## config.mk

```make
export PLATFORM = sky130hd
export DESIGN_NAME = multicycle_ctrl_flat
export DESIGN_NICKNAME = d
export VERILOG_FILES = /design/src/rtl/multicycle_ctrl_if.sv /design/src/rtl/multicycle_ctrl.sv /design/src/flat_wrapper.sv
export SDC_FILE = /design/constraint.sdc
export NUM_CORES = 1
export LEC_CHECK = 0
export CORE_MARGIN = 2
export CORE_UTILIZATION = 39
export DETAILED_ROUTE_END_ITERATION = 6
export PLACE_DENSITY_LB_ADDON = 0.15
export SYNTH_ARGS = -nofsm -noshare
export SYNTH_HDL_FRONTEND = slang
export SYNTH_SLANG_ARGS = --single-unit
export TNS_END_PERCENT = 30
```

## constraint.sdc

```tcl
create_clock -name clock -period 6.7 [get_ports clock]
set_clock_uncertainty 0.2 [all_clocks]
set_input_delay 2.01 -clock clock [delete_from_list [all_inputs] [get_ports clock]]
set_output_delay 2.01 -clock clock [all_outputs]
set_load 0.1 [all_outputs]
```

## src/rtl/multicycle_ctrl_if.sv

```systemverilog
// multicycle_ctrl_if
// Bundle of control signals between the multicycle MIPS controller and the
// datapath it steers.
//
// Signals:
//   opcode, funct, zero       datapath -> controller (IR fields, ALU zero flag)
//   pc_write .. b_write       controller -> datapath, 1-bit enables/selects
//   pc_source, alu_src_b      controller -> datapath, mux selects
//   alu_op                    controller -> datapath, ALU operation
//   state_out, trap           controller -> observer, debug state and illegal flag
//
// Modports:
//   master  controller side
//   slave   datapath side
interface multicycle_ctrl_if;
  logic [5:0] opcode;
  logic [5:0] funct;
  logic       zero;

  logic       pc_write;
  logic       pc_write_cond;
  logic       iord;
  logic       mem_write;
  logic       mem_to_reg;
  logic       ir_write;
  logic       alu_src_a;
  logic       reg_write;
  logic       reg_dst;
  logic       a_write;
  logic       b_write;
  logic [1:0] pc_source;
  logic [1:0] alu_src_b;
  logic [2:0] alu_op;
  logic [3:0] state_out;
  logic       trap;

  modport master (
    input  opcode, funct, zero,
    output pc_write, pc_write_cond, iord, mem_write, mem_to_reg, ir_write,
           alu_src_a, reg_write, reg_dst, a_write, b_write,
           pc_source, alu_src_b, alu_op, state_out, trap
  );

  modport slave (
    output opcode, funct, zero,
    input  pc_write, pc_write_cond, iord, mem_write, mem_to_reg, ir_write,
           alu_src_a, reg_write, reg_dst, a_write, b_write,
           pc_source, alu_src_b, alu_op, state_out, trap
  );
endinterface

```

## src/rtl/multicycle_ctrl.sv

```systemverilog
// multicycle_ctrl
// Multicycle MIPS control unit: fetch with configurable memory wait depth,
// decode, and execute/writeback sequences for R-type (add/sub/and/xor),
// lw, sw, beq and j.
//
// Parameters:
//   MEM_WAIT  memory latency in cycles (0..7); FETCH and LW_MEM each last
//             MEM_WAIT+1 cycles.
//
// Ports:
//   clock  system clock, rising edge
//   reset  asynchronous, active-high
//   bus    multicycle_ctrl_if.master: opcode/funct/zero in, datapath controls,
//          state_out and trap out
//
// Build option:
//   ILLEGAL_TRAP_EN  when defined, an illegal opcode or funct parks the
//                    controller in TRAP (trap=1) until reset. When undefined,
//                    an illegal instruction retires as a NOP back to FETCH and
//                    trap is tied to 0.
//
// State table:
//   state   | meaning
//   FETCH   | present PC to memory, wait MEM_WAIT cycles for read data
//   IR_LOAD | latch instruction, PC <= PC+4
//   DECODE  | load A/B, compute branch target into ALUOut, dispatch on opcode
//   EXEC_R  | R-type ALU operation selected by funct
//   R_WB    | write ALU result to rd
//   ADDR    | compute effective address base+imm
//   LW_MEM  | present data address, wait MEM_WAIT cycles
//   LW_WB   | write loaded data to rt
//   SW_MEM  | single-cycle memory write
//   BRANCH  | compare A-B, conditional PC write with branch target
//   JUMP    | PC <= jump target
//   TRAP    | illegal instruction, held until reset
module multicycle_ctrl #(
  parameter int MEM_WAIT = 2
) (
  input  logic              clock,
  input  logic              reset,
  multicycle_ctrl_if.master bus
);

  typedef enum logic [3:0] {
    FETCH   = 4'd0,
    IR_LOAD = 4'd1,
    DECODE  = 4'd2,
    EXEC_R  = 4'd3,
    R_WB    = 4'd4,
    ADDR    = 4'd5,
    LW_MEM  = 4'd6,
    LW_WB   = 4'd7,
    SW_MEM  = 4'd8,
    BRANCH  = 4'd9,
    JUMP    = 4'd10,
    TRAP    = 4'd15
  } state_t;

  localparam logic [5:0] OP_R   = 6'h00;
  localparam logic [5:0] OP_J   = 6'h02;
  localparam logic [5:0] OP_BEQ = 6'h04;
  localparam logic [5:0] OP_LW  = 6'h23;
  localparam logic [5:0] OP_SW  = 6'h2B;

  localparam logic [5:0] FN_ADD = 6'h20;
  localparam logic [5:0] FN_SUB = 6'h22;
  localparam logic [5:0] FN_AND = 6'h24;
  localparam logic [5:0] FN_XOR = 6'h26;

  localparam logic [2:0] ALU_LOAD = 3'd0;
  localparam logic [2:0] ALU_ADD  = 3'd1;
  localparam logic [2:0] ALU_SUB  = 3'd2;
  localparam logic [2:0] ALU_AND  = 3'd3;
  localparam logic [2:0] ALU_XOR  = 3'd6;

  localparam logic [2:0] WAIT_LAST = 3'(MEM_WAIT);

`ifdef ILLEGAL_TRAP_EN
  localparam state_t ILLEGAL_NEXT = TRAP;
`else
  localparam state_t ILLEGAL_NEXT = FETCH;
`endif

  state_t     state;
  state_t     state_next;
  logic [2:0] wait_cnt;
  logic       wait_done;
  // Load/store direction captured in DECODE so ADDR does not depend on
  // opcode being stable afterwards.
  logic       is_load;
  logic       fn_legal;
  logic [2:0] fn_alu_op;

  assign wait_done = !(wait_cnt < WAIT_LAST);

  always_comb begin
    fn_legal  = 1'b1;
    fn_alu_op = ALU_LOAD;
    case (bus.funct)
      FN_ADD:  fn_alu_op = ALU_ADD;
      FN_SUB:  fn_alu_op = ALU_SUB;
      FN_AND:  fn_alu_op = ALU_AND;
      FN_XOR:  fn_alu_op = ALU_XOR;
      default: fn_legal  = 1'b0;
    endcase
  end

  // State register, wait counter and load/store flag.
  always_ff @(posedge clock or posedge reset) begin
    if (reset) begin
      state    <= FETCH;
      wait_cnt <= 3'd0;
      is_load  <= 1'b0;
    end else begin
      state <= state_next;
      // Counts only while a wait state is held; any entry into FETCH or
      // LW_MEM therefore starts from zero.
      if ((state == FETCH || state == LW_MEM) && state_next == state)
        wait_cnt <= wait_cnt + 3'd1;
      else
        wait_cnt <= 3'd0;
      if (state == DECODE)
        is_load <= (bus.opcode == OP_LW);
    end
  end

  // Next-state logic.
  always_comb begin
    state_next = state;
    case (state)
      FETCH:   if (wait_done) state_next = IR_LOAD;
      IR_LOAD: state_next = DECODE;
      DECODE: begin
        case (bus.opcode)
          OP_R:         state_next = EXEC_R;
          OP_LW, OP_SW: state_next = ADDR;
          OP_BEQ:       state_next = BRANCH;
          OP_J:         state_next = JUMP;
          default:      state_next = ILLEGAL_NEXT;
        endcase
      end
      EXEC_R:  state_next = fn_legal ? R_WB : ILLEGAL_NEXT;
      R_WB:    state_next = FETCH;
      ADDR:    state_next = is_load ? LW_MEM : SW_MEM;
      LW_MEM:  if (wait_done) state_next = LW_WB;
      LW_WB:   state_next = FETCH;
      SW_MEM:  state_next = FETCH;
      BRANCH:  state_next = FETCH;
      JUMP:    state_next = FETCH;
`ifdef ILLEGAL_TRAP_EN
      TRAP:    state_next = TRAP;
`else
      TRAP:    state_next = FETCH;
`endif
      default: state_next = FETCH;
    endcase
  end

  // Output decode.
  always_comb begin
    bus.pc_write      = 1'b0;
    bus.pc_write_cond = 1'b0;
    bus.iord          = 1'b0;
    bus.mem_write     = 1'b0;
    bus.mem_to_reg    = 1'b0;
    bus.ir_write      = 1'b0;
    bus.alu_src_a     = 1'b0;
    bus.reg_write     = 1'b0;
    bus.reg_dst       = 1'b0;
    bus.a_write       = 1'b0;
    bus.b_write       = 1'b0;
    bus.pc_source     = 2'b00;
    bus.alu_src_b     = 2'b00;
    bus.alu_op        = ALU_LOAD;
    bus.trap          = 1'b0;
    bus.state_out     = state;
    case (state)
      FETCH: begin
        bus.alu_src_b = 2'b01;
        bus.alu_op    = ALU_ADD;
      end
      IR_LOAD: begin
        bus.ir_write  = 1'b1;
        bus.pc_write  = 1'b1;
        bus.alu_src_b = 2'b01;
        bus.alu_op    = ALU_ADD;
      end
      DECODE: begin
        bus.a_write   = 1'b1;
        bus.b_write   = 1'b1;
        bus.alu_src_b = 2'b11;
        bus.alu_op    = ALU_ADD;
      end
      EXEC_R: begin
        bus.alu_src_a = 1'b1;
        bus.alu_op    = fn_alu_op;
      end
      R_WB: begin
        bus.reg_write = 1'b1;
        bus.reg_dst   = 1'b1;
      end
      ADDR: begin
        bus.alu_src_a = 1'b1;
        bus.alu_src_b = 2'b10;
        bus.alu_op    = ALU_ADD;
      end
      LW_MEM: bus.iord = 1'b1;
      LW_WB: begin
        bus.reg_write  = 1'b1;
        bus.mem_to_reg = 1'b1;
        bus.iord       = 1'b1;
      end
      SW_MEM: begin
        bus.iord      = 1'b1;
        bus.mem_write = 1'b1;
      end
      BRANCH: begin
        bus.alu_src_a     = 1'b1;
        bus.alu_op        = ALU_SUB;
        bus.pc_write_cond = 1'b1;
        bus.pc_source     = 2'b01;
      end
      JUMP: begin
        bus.pc_write  = 1'b1;
        bus.pc_source = 2'b10;
      end
`ifdef ILLEGAL_TRAP_EN
      TRAP: bus.trap = 1'b1;
`endif
      default: ;
    endcase
  end

endmodule

```

## src/flat_wrapper.sv

```systemverilog
// flat-port wrapper written by rule: the top's interface ports become plain ports
module multicycle_ctrl_flat 
#(
  parameter int MEM_WAIT = 2
)
  (clock, reset, bus_opcode, bus_funct, bus_zero, bus_pc_write, bus_pc_write_cond, bus_iord, bus_mem_write, bus_mem_to_reg, bus_ir_write, bus_alu_src_a, bus_reg_write, bus_reg_dst, bus_a_write, bus_b_write, bus_pc_source, bus_alu_src_b, bus_alu_op, bus_state_out, bus_trap);
  multicycle_ctrl_if bus_i ();
  input  logic clock;
  input  logic reset;
  input wire logic [$bits(bus_i.opcode)-1:0] bus_opcode;
  input wire logic [$bits(bus_i.funct)-1:0] bus_funct;
  input wire logic [$bits(bus_i.zero)-1:0] bus_zero;
  output wire logic [$bits(bus_i.pc_write)-1:0] bus_pc_write;
  output wire logic [$bits(bus_i.pc_write_cond)-1:0] bus_pc_write_cond;
  output wire logic [$bits(bus_i.iord)-1:0] bus_iord;
  output wire logic [$bits(bus_i.mem_write)-1:0] bus_mem_write;
  output wire logic [$bits(bus_i.mem_to_reg)-1:0] bus_mem_to_reg;
  output wire logic [$bits(bus_i.ir_write)-1:0] bus_ir_write;
  output wire logic [$bits(bus_i.alu_src_a)-1:0] bus_alu_src_a;
  output wire logic [$bits(bus_i.reg_write)-1:0] bus_reg_write;
  output wire logic [$bits(bus_i.reg_dst)-1:0] bus_reg_dst;
  output wire logic [$bits(bus_i.a_write)-1:0] bus_a_write;
  output wire logic [$bits(bus_i.b_write)-1:0] bus_b_write;
  output wire logic [$bits(bus_i.pc_source)-1:0] bus_pc_source;
  output wire logic [$bits(bus_i.alu_src_b)-1:0] bus_alu_src_b;
  output wire logic [$bits(bus_i.alu_op)-1:0] bus_alu_op;
  output wire logic [$bits(bus_i.state_out)-1:0] bus_state_out;
  output wire logic [$bits(bus_i.trap)-1:0] bus_trap;
  assign bus_i.opcode = bus_opcode;
  assign bus_i.funct = bus_funct;
  assign bus_i.zero = bus_zero;
  assign bus_pc_write = bus_i.pc_write;
  assign bus_pc_write_cond = bus_i.pc_write_cond;
  assign bus_iord = bus_i.iord;
  assign bus_mem_write = bus_i.mem_write;
  assign bus_mem_to_reg = bus_i.mem_to_reg;
  assign bus_ir_write = bus_i.ir_write;
  assign bus_alu_src_a = bus_i.alu_src_a;
  assign bus_reg_write = bus_i.reg_write;
  assign bus_reg_dst = bus_i.reg_dst;
  assign bus_a_write = bus_i.a_write;
  assign bus_b_write = bus_i.b_write;
  assign bus_pc_source = bus_i.pc_source;
  assign bus_alu_src_b = bus_i.alu_src_b;
  assign bus_alu_op = bus_i.alu_op;
  assign bus_state_out = bus_i.state_out;
  assign bus_trap = bus_i.trap;
  multicycle_ctrl #(.MEM_WAIT(MEM_WAIT)) u_core (.clock(clock), .reset(reset), .bus(bus_i));
endmodule
```

==> impl_results.html, run 1 <==
<table>
<tr><th>Metric</th><th>Value</th></tr>
<tr><th colspan="2">Synthesis</th></tr>
<tr><td>Mapped Cells</td><td>82</td></tr>
<tr><td>Number of enable flip-flop cells after synthesis</td><td>0</td></tr>
<tr><td>Yosys top cell by area</td><td>sky130_fd_sc_hd__dfrtp_1</td></tr>
<tr><td>Register area share after synthesis</td><td>0.313</td></tr>
<tr><td>Total of warnings raised by yosys</td><td>0</td></tr>
<tr><td>Average instance area after synthesis</td><td>7.80 sq um</td></tr>
<tr><td>Proportion of register bits with asynchronous set or reset after synthesis</td><td>1.00</td></tr>
<tr><td>Commonest register cell after synthesis</td><td>sky130_fd_sc_hd__dfrtp_1</td></tr>
<tr><td>Share of Yosys cell area claimed by the top area cell type</td><td>0.313</td></tr>
<tr><td>Cells taking the most area after synthesis</td><td>sky130_fd_sc_hd__dfrtp_1, sky130_fd_sc_hd__nor2_1, sky130_fd_sc_hd__nand2_1</td></tr>
<tr><td>Yosys cell types</td><td>35</td></tr>
<tr><td>Syn Nets</td><td>98</td></tr>
<tr><td>Cell area after synthesis</td><td>639 sq um</td></tr>
<tr><td>Register bit count reported by yosys</td><td>8</td></tr>
<tr><th colspan="2">Clock network</th></tr>
<tr><td>Gates resized, CTS repair</td><td>0</td></tr>
<tr><td>H-tree level count</td><td>1</td></tr>
<tr><td>Clock tree from TritonCTS</td><td>done</td></tr>
<tr><td>Clock latency reported for the late side of the worst-skew pair</td><td>250 ps</td></tr>
<tr><td>Number of buffers on the longest clock path</td><td>2</td></tr>
<tr><td>Clk sinks</td><td>8</td></tr>
<tr><td>Inserted Clock Buffers</td><td>3</td></tr>
<tr><td>Number of post-CTS setup repair buffers</td><td>0</td></tr>
<tr><td>Number of buffers inserted by hold repair at cts</td><td>0</td></tr>
<tr><td>Root Driver</td><td>sky130_fd_sc_hd__clkbuf_4</td></tr>
<tr><td>Clock input transition at the sequential cells of the worst setup and hold paths</td><td>50 ps</td></tr>
<tr><th colspan="2">Worst setup path</th></tr>
<tr><td>Worst path depth</td><td>5</td></tr>
<tr><td>Cell with the largest stage delay on the worst path</td><td>sky130_fd_sc_hd__or4b_1</td></tr>
<tr><td>Peak fanout along the critical path</td><td>3</td></tr>
<tr><td>Buffering stage count on the worst path with inverters included</td><td>2</td></tr>
<tr><td>Kind of cell adding the most delay to the critical path</td><td>simple AND/OR/NAND/NOR gates</td></tr>
<tr><td>Register-to-register setup slack</td><td>4600 ps</td></tr>
<tr><td>End of the worst register-to-register path</td><td>u_core.bus.state_out[3]$_DFF_PP0_</td></tr>
<tr><td>Startpoint types</td><td>primary input</td></tr>
<tr><td>Worst reg2reg path depth</td><td>3</td></tr>
<tr><td>Worst reg2reg startpoint</td><td>u_core.bus.state_out[1]$_DFF_PP0_</td></tr>
<tr><td>CP endpoint kind</td><td>output port</td></tr>
<tr><td>Max incr delay on CP</td><td>540 ps</td></tr>
<tr><td>Arrival time at the worst endpoint</td><td>3830 ps</td></tr>
<tr><td>Worst Setup Path Type</td><td>in -&gt; out</td></tr>
<tr><td>Crit path required time</td><td>4490 ps</td></tr>
<tr><td>Cell Chain, Critical Path</td><td>clkdlybuf4s50_1 &gt; or4b_1 &gt; or3_1 &gt; o22ai_1 &gt; buf_12</td></tr>
<tr><th colspan="2">Outcome</th></tr>
<tr><td>Outcome</td><td>completed</td></tr>
<tr><th colspan="2">STA</th></tr>
<tr><td>Unrepaired setup endpoints after global routing</td><td>no</td></tr>
<tr><td>Hold_ws</td><td>274 ps</td></tr>
<tr><td>Worst slew pin tran</td><td>978 ps</td></tr>
<tr><td>Min setup slack post-route</td><td>658 ps</td></tr>
<tr><td>Final worst path period share</td><td>0.902</td></tr>
<tr><td>Final max-slew violation count</td><td>0</td></tr>
<tr><td>Final TNS setup</td><td>0 ps</td></tr>
<tr><td>Min Tclk post-route</td><td>6040 ps</td></tr>
<tr><td>Worst-case headroom to the max-slew limit</td><td>0.346</td></tr>
<tr><td>Count of endpoints failing setup in the final report</td><td>0</td></tr>
<tr><td>Achievable Freq</td><td>0.165 GHz</td></tr>
<tr><td>Number of hold violations in the final report</td><td>0</td></tr>
<tr><th colspan="2">Cells and area</th></tr>
<tr><td>Fin area</td><td>1010 sq um</td></tr>
<tr><td>Post-synthesis to final-layout area growth</td><td>58.3%</td></tr>
<tr><td>Footprint of the multi-input gates</td><td>387 sq um</td></tr>
<tr><td>Leading cell type in the layout, fill and taps excluded</td><td>sky130_fd_sc_hd__clkdlybuf4s50_1</td></tr>
<tr><td># fillers</td><td>135</td></tr>
<tr><td>Post-layout instance count excluding filler cells</td><td>129</td></tr>
<tr><td>Most frequent cells in the layout</td><td>sky130_fd_sc_hd__clkdlybuf4s50_1, sky130_fd_sc_hd__nor2_1, sky130_fd_sc_hd__dfrtp_1, sky130_fd_sc_hd__nand2_1</td></tr>
<tr><td>Antenna Diode Count</td><td>0</td></tr>
<tr><td>Sequential cell area</td><td>200 sq um</td></tr>
<tr><td>Layout cells sized above 1</td><td>0.0885</td></tr>
<tr><td>Post-Route Utilization</td><td>0.664</td></tr>
<tr><td>Final #Nets</td><td>131</td></tr>
<tr><th colspan="2">Global routing</th></tr>
<tr><td>Wire length of the first global-routing pass</td><td>2.68 mm</td></tr>
<tr><td>Overall global routing resource usage</td><td>0.187</td></tr>
<tr><td>Pin count of the biggest net entering global routing</td><td>18</td></tr>
<tr><td>Number of global-route vias before repair</td><td>619</td></tr>
<tr><td>Antenna violations before repair</td><td>0</td></tr>
<tr><td>Overflow after GRT</td><td>0</td></tr>
<tr><th colspan="2">Floorplan</th></tr>
<tr><td>Site Rows</td><td>14</td></tr>
<tr><td>Height of the die</td><td>44.5 microns</td></tr>
<tr><td>Die Footprint</td><td>1980 sq um</td></tr>
<tr><td>Placeable core area</td><td>1520 sq um</td></tr>
<tr><td>Starting density of the core</td><td>0.420</td></tr>
<tr><td>Top Ports</td><td>38</td></tr>
<tr><td>Die width</td><td>44.5 microns</td></tr>
<tr><th colspan="2">Place</th></tr>
<tr><td>Final Wtd Congestion</td><td>0.809</td></tr>
<tr><td># placed instances</td><td>126</td></tr>
<tr><td>I/O Buffers</td><td>35</td></tr>
<tr><td>DP HPWL</td><td>1.24 mm</td></tr>
<tr><td>Worst slack, placed</td><td>668 ps</td></tr>
<tr><td>Cell area reported after detailed placement</td><td>990 sq um</td></tr>
<tr><th colspan="2">Drt</th></tr>
<tr><td>DRT Wirelength</td><td>1.61 mm</td></tr>
<tr><td>DRC viols</td><td>0</td></tr>
<tr><td>Number of detailed-route iterations in the first pass</td><td>4</td></tr>
<tr><td>Number of nets with antenna violations after routing</td><td>0</td></tr>
<tr><td>Detailed-route vias per instance</td><td>5.44</td></tr>
<tr><td>Mean routed wirelength per cell</td><td>12.4 microns</td></tr>
<tr><td>Vias</td><td>702</td></tr>
<tr><td>First-iteration detailed-routing DRC count</td><td>14</td></tr>
<tr><th colspan="2">Worst hold path</th></tr>
<tr><td>Tightest Hold Check Type</td><td>reg -&gt; reg</td></tr>
<tr><td>Worst hold endpoint</td><td>u_core.wait_cnt[0]$_DFF_PP0_</td></tr>
<tr><td>Worst Hold Depth</td><td>1</td></tr>
<tr><td>Min-delay src</td><td>u_core.wait_cnt[0]$_DFF_PP0_</td></tr>
<tr><th colspan="2">Pwr</th></tr>
<tr><td>Peak supply drop</td><td>0.321 mV</td></tr>
<tr><td>Power consumption</td><td>0.476 mW</td></tr>
<tr><td>Static leakage power</td><td>0.437 nW</td></tr>
<tr><td>Total power per unit cell area</td><td>470 nW/um^2</td></tr>
<tr><th colspan="2">Run</th></tr>
<tr><td>Number of max-capacitance violations reported</td><td>0</td></tr>
</table>
where the power goes:
| group | total, mW | switching, mW | internal, mW | leakage [nW] |
|---|---|---|---|---|
| Sequential | 0.0927 | 0.0313 | 0.0614 | 0.108 |
| Clock | 0.0355 | 0.0151 | 0.0204 | 0.0138 |
| Combinational | 0.348 | 0.259 | 0.0892 | 0.315 |
metal layers:
layer | share of wire | vias to the layer above | GRT usage
met5 | 0 | - | 0
met4 | 0.0087 | 0 | 0.0727
met3 | 0.057 | 2 | 0.0612
met2 | 0.50 | 23 | 0.270
met1 | 0.44 | 322 | 0.257
li1 | - | 355 | -
logic make-up (layout without fill, tap and decap cells):
kind of cell               Yosys count  in the layout  synth area share
AOI/OAI and AO/OA                   16             16             0.174
DFF                                  8              8             0.313
other                                1              1           0.00587
xor gates and xnor gates             2              2            0.0274
and+or+nand+nor                     42             42             0.362
adders and majority gates            1              1            0.0196
muxes                                1              1            0.0157
buffers and inverters               11             42            0.0822
sequential cells by signal, summed over array words and instances, names as in the netlist:
register,cells
u_core.wait_cnt,3
u_core.is_load,1
u_core.bus.state_out,4
final cells by class:
cell class,instances,area share
timing repair buffer,35,0.363
inverter,4,0.0148
tap,16,0.0198
clock buffer,3,0.0222
sequential,8,0.198
multi-input combinational,63,0.382
synthesized netlist by cell type, types with 2 or more instances:
cell type	n
sky130_fd_sc_hd__dfrtp_1	8
sky130_fd_sc_hd__nor2_1	10
sky130_fd_sc_hd__o31ai_1	2
sky130_fd_sc_hd__or2_2	2
sky130_fd_sc_hd__or4_1	3
sky130_fd_sc_hd__o22ai_1	3
sky130_fd_sc_hd__nand2_1	7
sky130_fd_sc_hd__nand2b_1	3
sky130_fd_sc_hd__nor3_1	4
sky130_fd_sc_hd__a21oi_1	3
sky130_fd_sc_hd__nor2b_1	2
sky130_fd_sc_hd__buf_4	3
sky130_fd_sc_hd__or3_1	3
sky130_fd_sc_hd__and2_1	2
sky130_fd_sc_hd__inv_1	4
sky130_fd_sc_hd__clkbuf_1	4
worst max path at each step:
stage                          to         start
detailed placement  bus_alu_op[1]  bus_funct[0]
finish              bus_alu_op[1]  bus_funct[0]
CTS                 bus_alu_op[1]  bus_funct[0]
global route        bus_alu_op[1]  bus_funct[0]
global placement    bus_alu_op[1]  bus_funct[0]
floorplan           bus_alu_op[1]  bus_funct[0]
No activity file was read; power rests on OpenSTA's default activity.
==> run 2, diff against run 1 <==
--- a/config.mk
+++ b/config.mk
@@ -7,8 +7,10 @@
 export LEC_CHECK = 0
 export CORE_MARGIN = 2
 export CORE_UTILIZATION = 39
+export CTS_CLUSTER_DIAMETER = 40
 export DETAILED_ROUTE_END_ITERATION = 6
 export PLACE_DENSITY_LB_ADDON = 0.15
+export SLEW_MARGIN = 20
 export SYNTH_ARGS = -nofsm -noshare
 export SYNTH_HDL_FRONTEND = slang
 export SYNTH_SLANG_ARGS = --single-unit
==> results of run 2 <==
Final layout, timing and power as in run 1 (identical DEF).
==> run 3, diff against run 2 <==
--- a/config.mk
+++ b/config.mk
@@ -5,7 +5,7 @@
 export SDC_FILE = /design/constraint.sdc
 export NUM_CORES = 1
 export LEC_CHECK = 0
-export CORE_MARGIN = 2
+export CORE_MARGIN = 5
 export CORE_UTILIZATION = 39
 export CTS_CLUSTER_DIAMETER = 40
 export DETAILED_ROUTE_END_ITERATION = 6
==> impl_results.html, run 3 (same netlist as run 1, synthesis figures left out) <==
<table>
<tr><th>Metric</th><th>Value</th></tr>
<tr><th colspan="2">Outcome</th></tr>
<tr><td>Outcome</td><td>completed</td></tr>
<tr><th colspan="2">Worst setup path</th></tr>
<tr><td>Register-to-register setup slack</td><td>4610 ps (about the same)</td></tr>
<tr><td>Startpoint types</td><td>primary input</td></tr>
<tr><td>Cell with the largest stage delay on the worst path</td><td>sky130_fd_sc_hd__or4b_1</td></tr>
<tr><td>Arrival time at the worst endpoint</td><td>3820 ps (about the same)</td></tr>
<tr><td>CP endpoint kind</td><td>output port</td></tr>
<tr><td>Worst reg2reg path depth</td><td>3 (unchanged)</td></tr>
<tr><td>Cell Chain, Critical Path</td><td>clkdlybuf4s50_1 &gt; or4b_1 &gt; or3_1 &gt; o22ai_1 &gt; buf_12</td></tr>
<tr><td>Max incr delay on CP</td><td>540 ps (about the same)</td></tr>
<tr><td>Timing startpoint of the critical path</td><td>bus_funct[0]</td></tr>
<tr><td>Crit path capture</td><td>bus_alu_op[1]</td></tr>
<tr><td>Worst Setup Path Type</td><td>in -&gt; out</td></tr>
<tr><td>Worst reg2reg startpoint</td><td>u_core.bus.state_out[1]$_DFF_PP0_</td></tr>
<tr><td>End of the worst register-to-register path</td><td>u_core.bus.state_out[3]$_DFF_PP0_</td></tr>
<tr><td>Crit path required time</td><td>4490 ps (about the same)</td></tr>
<tr><td>Peak fanout along the critical path</td><td>3 (unchanged)</td></tr>
<tr><th colspan="2">Cells and area</th></tr>
<tr><td>Post-synthesis to final-layout area growth</td><td>58.3% (unchanged)</td></tr>
<tr><td>Fin area</td><td>1010 sq um (unchanged)</td></tr>
<tr><td>Layout cells sized above 1</td><td>0.0885 (unchanged)</td></tr>
<tr><td>Leading cell type in the layout, fill and taps excluded</td><td>sky130_fd_sc_hd__clkdlybuf4s50_1</td></tr>
<tr><td>Footprint of the multi-input gates</td><td>387 sq um (unchanged)</td></tr>
<tr><td>Most frequent cells in the layout</td><td>sky130_fd_sc_hd__clkdlybuf4s50_1, sky130_fd_sc_hd__nor2_1, sky130_fd_sc_hd__dfrtp_1, sky130_fd_sc_hd__nand2_1</td></tr>
<tr><td>Sequential cell area</td><td>200 sq um (unchanged)</td></tr>
<tr><td># fillers</td><td>137 (+1.5%)</td></tr>
<tr><td>Final #Nets</td><td>131 (unchanged)</td></tr>
<tr><td>Post-layout instance count excluding filler cells</td><td>129 (unchanged)</td></tr>
<tr><td>Flip-flop count of the largest register after layout</td><td>4 (unchanged)</td></tr>
<tr><td>Antenna Diode Count</td><td>0 (unchanged)</td></tr>
<tr><td>Post-Route Utilization</td><td>0.664 (unchanged)</td></tr>
<tr><th colspan="2">Global routing</th></tr>
<tr><td>Met2 capacity usage during global routing</td><td>0.227 (-0.0423)</td></tr>
<tr><td>Pin count of the biggest net entering global routing</td><td>18 (unchanged)</td></tr>
<tr><td>Number of global-route vias before repair</td><td>646 (+4.4%)</td></tr>
<tr><td>Overflow after GRT</td><td>0 (unchanged)</td></tr>
<tr><td>Routing usage on met3</td><td>0.0178 (-0.0435)</td></tr>
<tr><td>Overall global routing resource usage</td><td>0.137 (-0.0500)</td></tr>
<tr><td>Wire length of the first global-routing pass</td><td>2.80 mm (+4.6%)</td></tr>
<tr><td>Global routing met1 resource utilization</td><td>0.179 (-0.0776)</td></tr>
<tr><td>Antenna violations before repair</td><td>0 (unchanged)</td></tr>
<tr><td>Most crowded layer after global routing</td><td>met2</td></tr>
<tr><th colspan="2">STA</th></tr>
<tr><td>Final max-slew violation count</td><td>0 (unchanged)</td></tr>
<tr><td>Min setup slack post-route</td><td>674 ps (+16.7 ps)</td></tr>
<tr><td>Min Tclk post-route</td><td>6030 ps (-16.7 ps)</td></tr>
<tr><td>Final worst path period share</td><td>0.899 (-0.00249)</td></tr>
<tr><td>Worst slew pin tran</td><td>998 ps (+20.0 ps)</td></tr>
<tr><td>Count of endpoints failing setup in the final report</td><td>0 (unchanged)</td></tr>
<tr><td>Unrepaired setup endpoints after global routing</td><td>no</td></tr>
<tr><td>Worst-case headroom to the max-slew limit</td><td>0.333 (-0.0133)</td></tr>
<tr><td>Final TNS setup</td><td>0 ps (unchanged)</td></tr>
<tr><td>Number of hold violations in the final report</td><td>0 (unchanged)</td></tr>
<tr><td>Achievable Freq</td><td>0.166 GHz (+0.28%)</td></tr>
<tr><th colspan="2">Floorplan</th></tr>
<tr><td>Die Footprint</td><td>2550 sq um (+29%)</td></tr>
<tr><td>Height of the die</td><td>50.5 microns (+13%)</td></tr>
<tr><td>Die width</td><td>50.5 microns (+13%)</td></tr>
<tr><td>Top Ports</td><td>38 (unchanged)</td></tr>
<tr><td>Starting density of the core</td><td>0.420 (unchanged)</td></tr>
<tr><td>Placeable core area</td><td>1520 sq um (unchanged)</td></tr>
<tr><td>Site Rows</td><td>14 (unchanged)</td></tr>
<tr><th colspan="2">Drt</th></tr>
<tr><td>First-iteration detailed-routing DRC count</td><td>12 (-2)</td></tr>
<tr><td>Vias</td><td>688 (-2.0%)</td></tr>
<tr><td>Detailed-route vias per instance</td><td>5.33 (-2.0%)</td></tr>
<tr><td>Number of nets with antenna violations after routing</td><td>0 (unchanged)</td></tr>
<tr><td>Number of detailed-route iterations in the first pass</td><td>4 (unchanged)</td></tr>
<tr><td>DRT Wirelength</td><td>1.78 mm (+11%)</td></tr>
<tr><td>Mean routed wirelength per cell</td><td>13.8 microns (+11%)</td></tr>
<tr><td>DRC viols</td><td>0 (unchanged)</td></tr>
<tr><th colspan="2">Clock network</th></tr>
<tr><td>Root Driver</td><td>sky130_fd_sc_hd__clkbuf_4</td></tr>
<tr><td>Clk sinks</td><td>8 (unchanged)</td></tr>
<tr><td>Clock tree from TritonCTS</td><td>done</td></tr>
<tr><td>Number of buffers on the longest clock path</td><td>2 (unchanged)</td></tr>
<tr><td>Gates resized, CTS repair</td><td>0 (unchanged)</td></tr>
<tr><td>Inserted Clock Buffers</td><td>3 (unchanged)</td></tr>
<tr><td>Number of post-CTS setup repair buffers</td><td>0 (unchanged)</td></tr>
<tr><td>Number of buffers inserted by hold repair at cts</td><td>0 (unchanged)</td></tr>
<tr><td>Clock input transition at the sequential cells of the worst setup and hold paths</td><td>50 ps (about the same)</td></tr>
<tr><td>Clock latency reported for the late side of the worst-skew pair</td><td>240 ps (about the same)</td></tr>
<tr><td>H-tree level count</td><td>1 (unchanged)</td></tr>
<tr><th colspan="2">Pwr</th></tr>
<tr><td>Peak supply drop</td><td>0.323 mV (+0.63%)</td></tr>
<tr><td>Total power per unit cell area</td><td>471 nW/um^2 (+0.16%)</td></tr>
<tr><td>Static leakage power</td><td>0.437 nW (unchanged)</td></tr>
<tr><th colspan="2">Run</th></tr>
<tr><td>Number of max-capacitance violations reported</td><td>0 (unchanged)</td></tr>
<tr><th colspan="2">Place</th></tr>
<tr><td>I/O Buffers</td><td>35 (unchanged)</td></tr>
<tr><td>Worst slack, placed</td><td>674 ps (+5.63 ps)</td></tr>
<tr><td>Cell area reported after detailed placement</td><td>990 sq um (unchanged)</td></tr>
<tr><td>Final Wtd Congestion</td><td>0.787 (-2.7%)</td></tr>
<tr><td>DP HPWL</td><td>1.37 mm (+11%)</td></tr>
<tr><td># placed instances</td><td>126 (unchanged)</td></tr>
<tr><th colspan="2">Worst hold path</th></tr>
<tr><td>Tightest Hold Check Type</td><td>reg -&gt; reg</td></tr>
</table>
## run 3: worst min path at each step
stage                                       from                           end  depth (start not counted)
floorplan           u_core.wait_cnt[0]$_DFF_PP0_  u_core.wait_cnt[0]$_DFF_PP0_                          1
global placement    u_core.wait_cnt[0]$_DFF_PP0_  u_core.wait_cnt[0]$_DFF_PP0_                          1
detailed placement  u_core.wait_cnt[0]$_DFF_PP0_  u_core.wait_cnt[0]$_DFF_PP0_                          1
CTS                 u_core.wait_cnt[0]$_DFF_PP0_  u_core.wait_cnt[0]$_DFF_PP0_                          1
global route        u_core.wait_cnt[0]$_DFF_PP0_  u_core.wait_cnt[0]$_DFF_PP0_                          1
finish              u_core.wait_cnt[0]$_DFF_PP0_  u_core.wait_cnt[0]$_DFF_PP0_                          1
## run 3: routing by layer
metal / up-vias / wire length [microns]
met5: - / 0
met4: 0 / 12
met3: 2 / 89
met2: 23 / 882
met1: 305 / 795
li1: 358 / -
## run 3: critical path: cells and delay by family
family	cells	cell delay [ps]
buffers and inverters	2	610
and+or+nand+nor	2	950
AOI/OAI and AO/OA	1	250
## run 3: final cells by class
class / instances / area share
Multi-Input combinational cell: 63 / 0.382
Timing Repair Buffer: 35 / 0.363
Sequential cell: 8 / 0.198
Clock buffer: 3 / 0.0222
Tap cell: 16 / 0.0198
Inverter: 4 / 0.0148
## run 3: stage by stage
stage | power (mW) | hold slack (ps)
3_3_place_gp | 0.440 | 236
6_report | 0.477 | 265
4_1_cts | 0.480 | 268
5_1_grt | 0.502 | 289
2_1_floorplan | 0.369 | 216
3_5_place_dp | 0.442 | 262
## run 3: report_power, final
| group | switching (mW) | internal (mW) | leakage (nW) |
|---|---|---|---|
| sequential | 0.0318 | 0.0613 | 0.108 |
| clock | 0.0149 | 0.0204 | 0.0138 |
| combinational | 0.259 | 0.0892 | 0.315 |
| total | 0.306 | 0.171 | 0.437 |
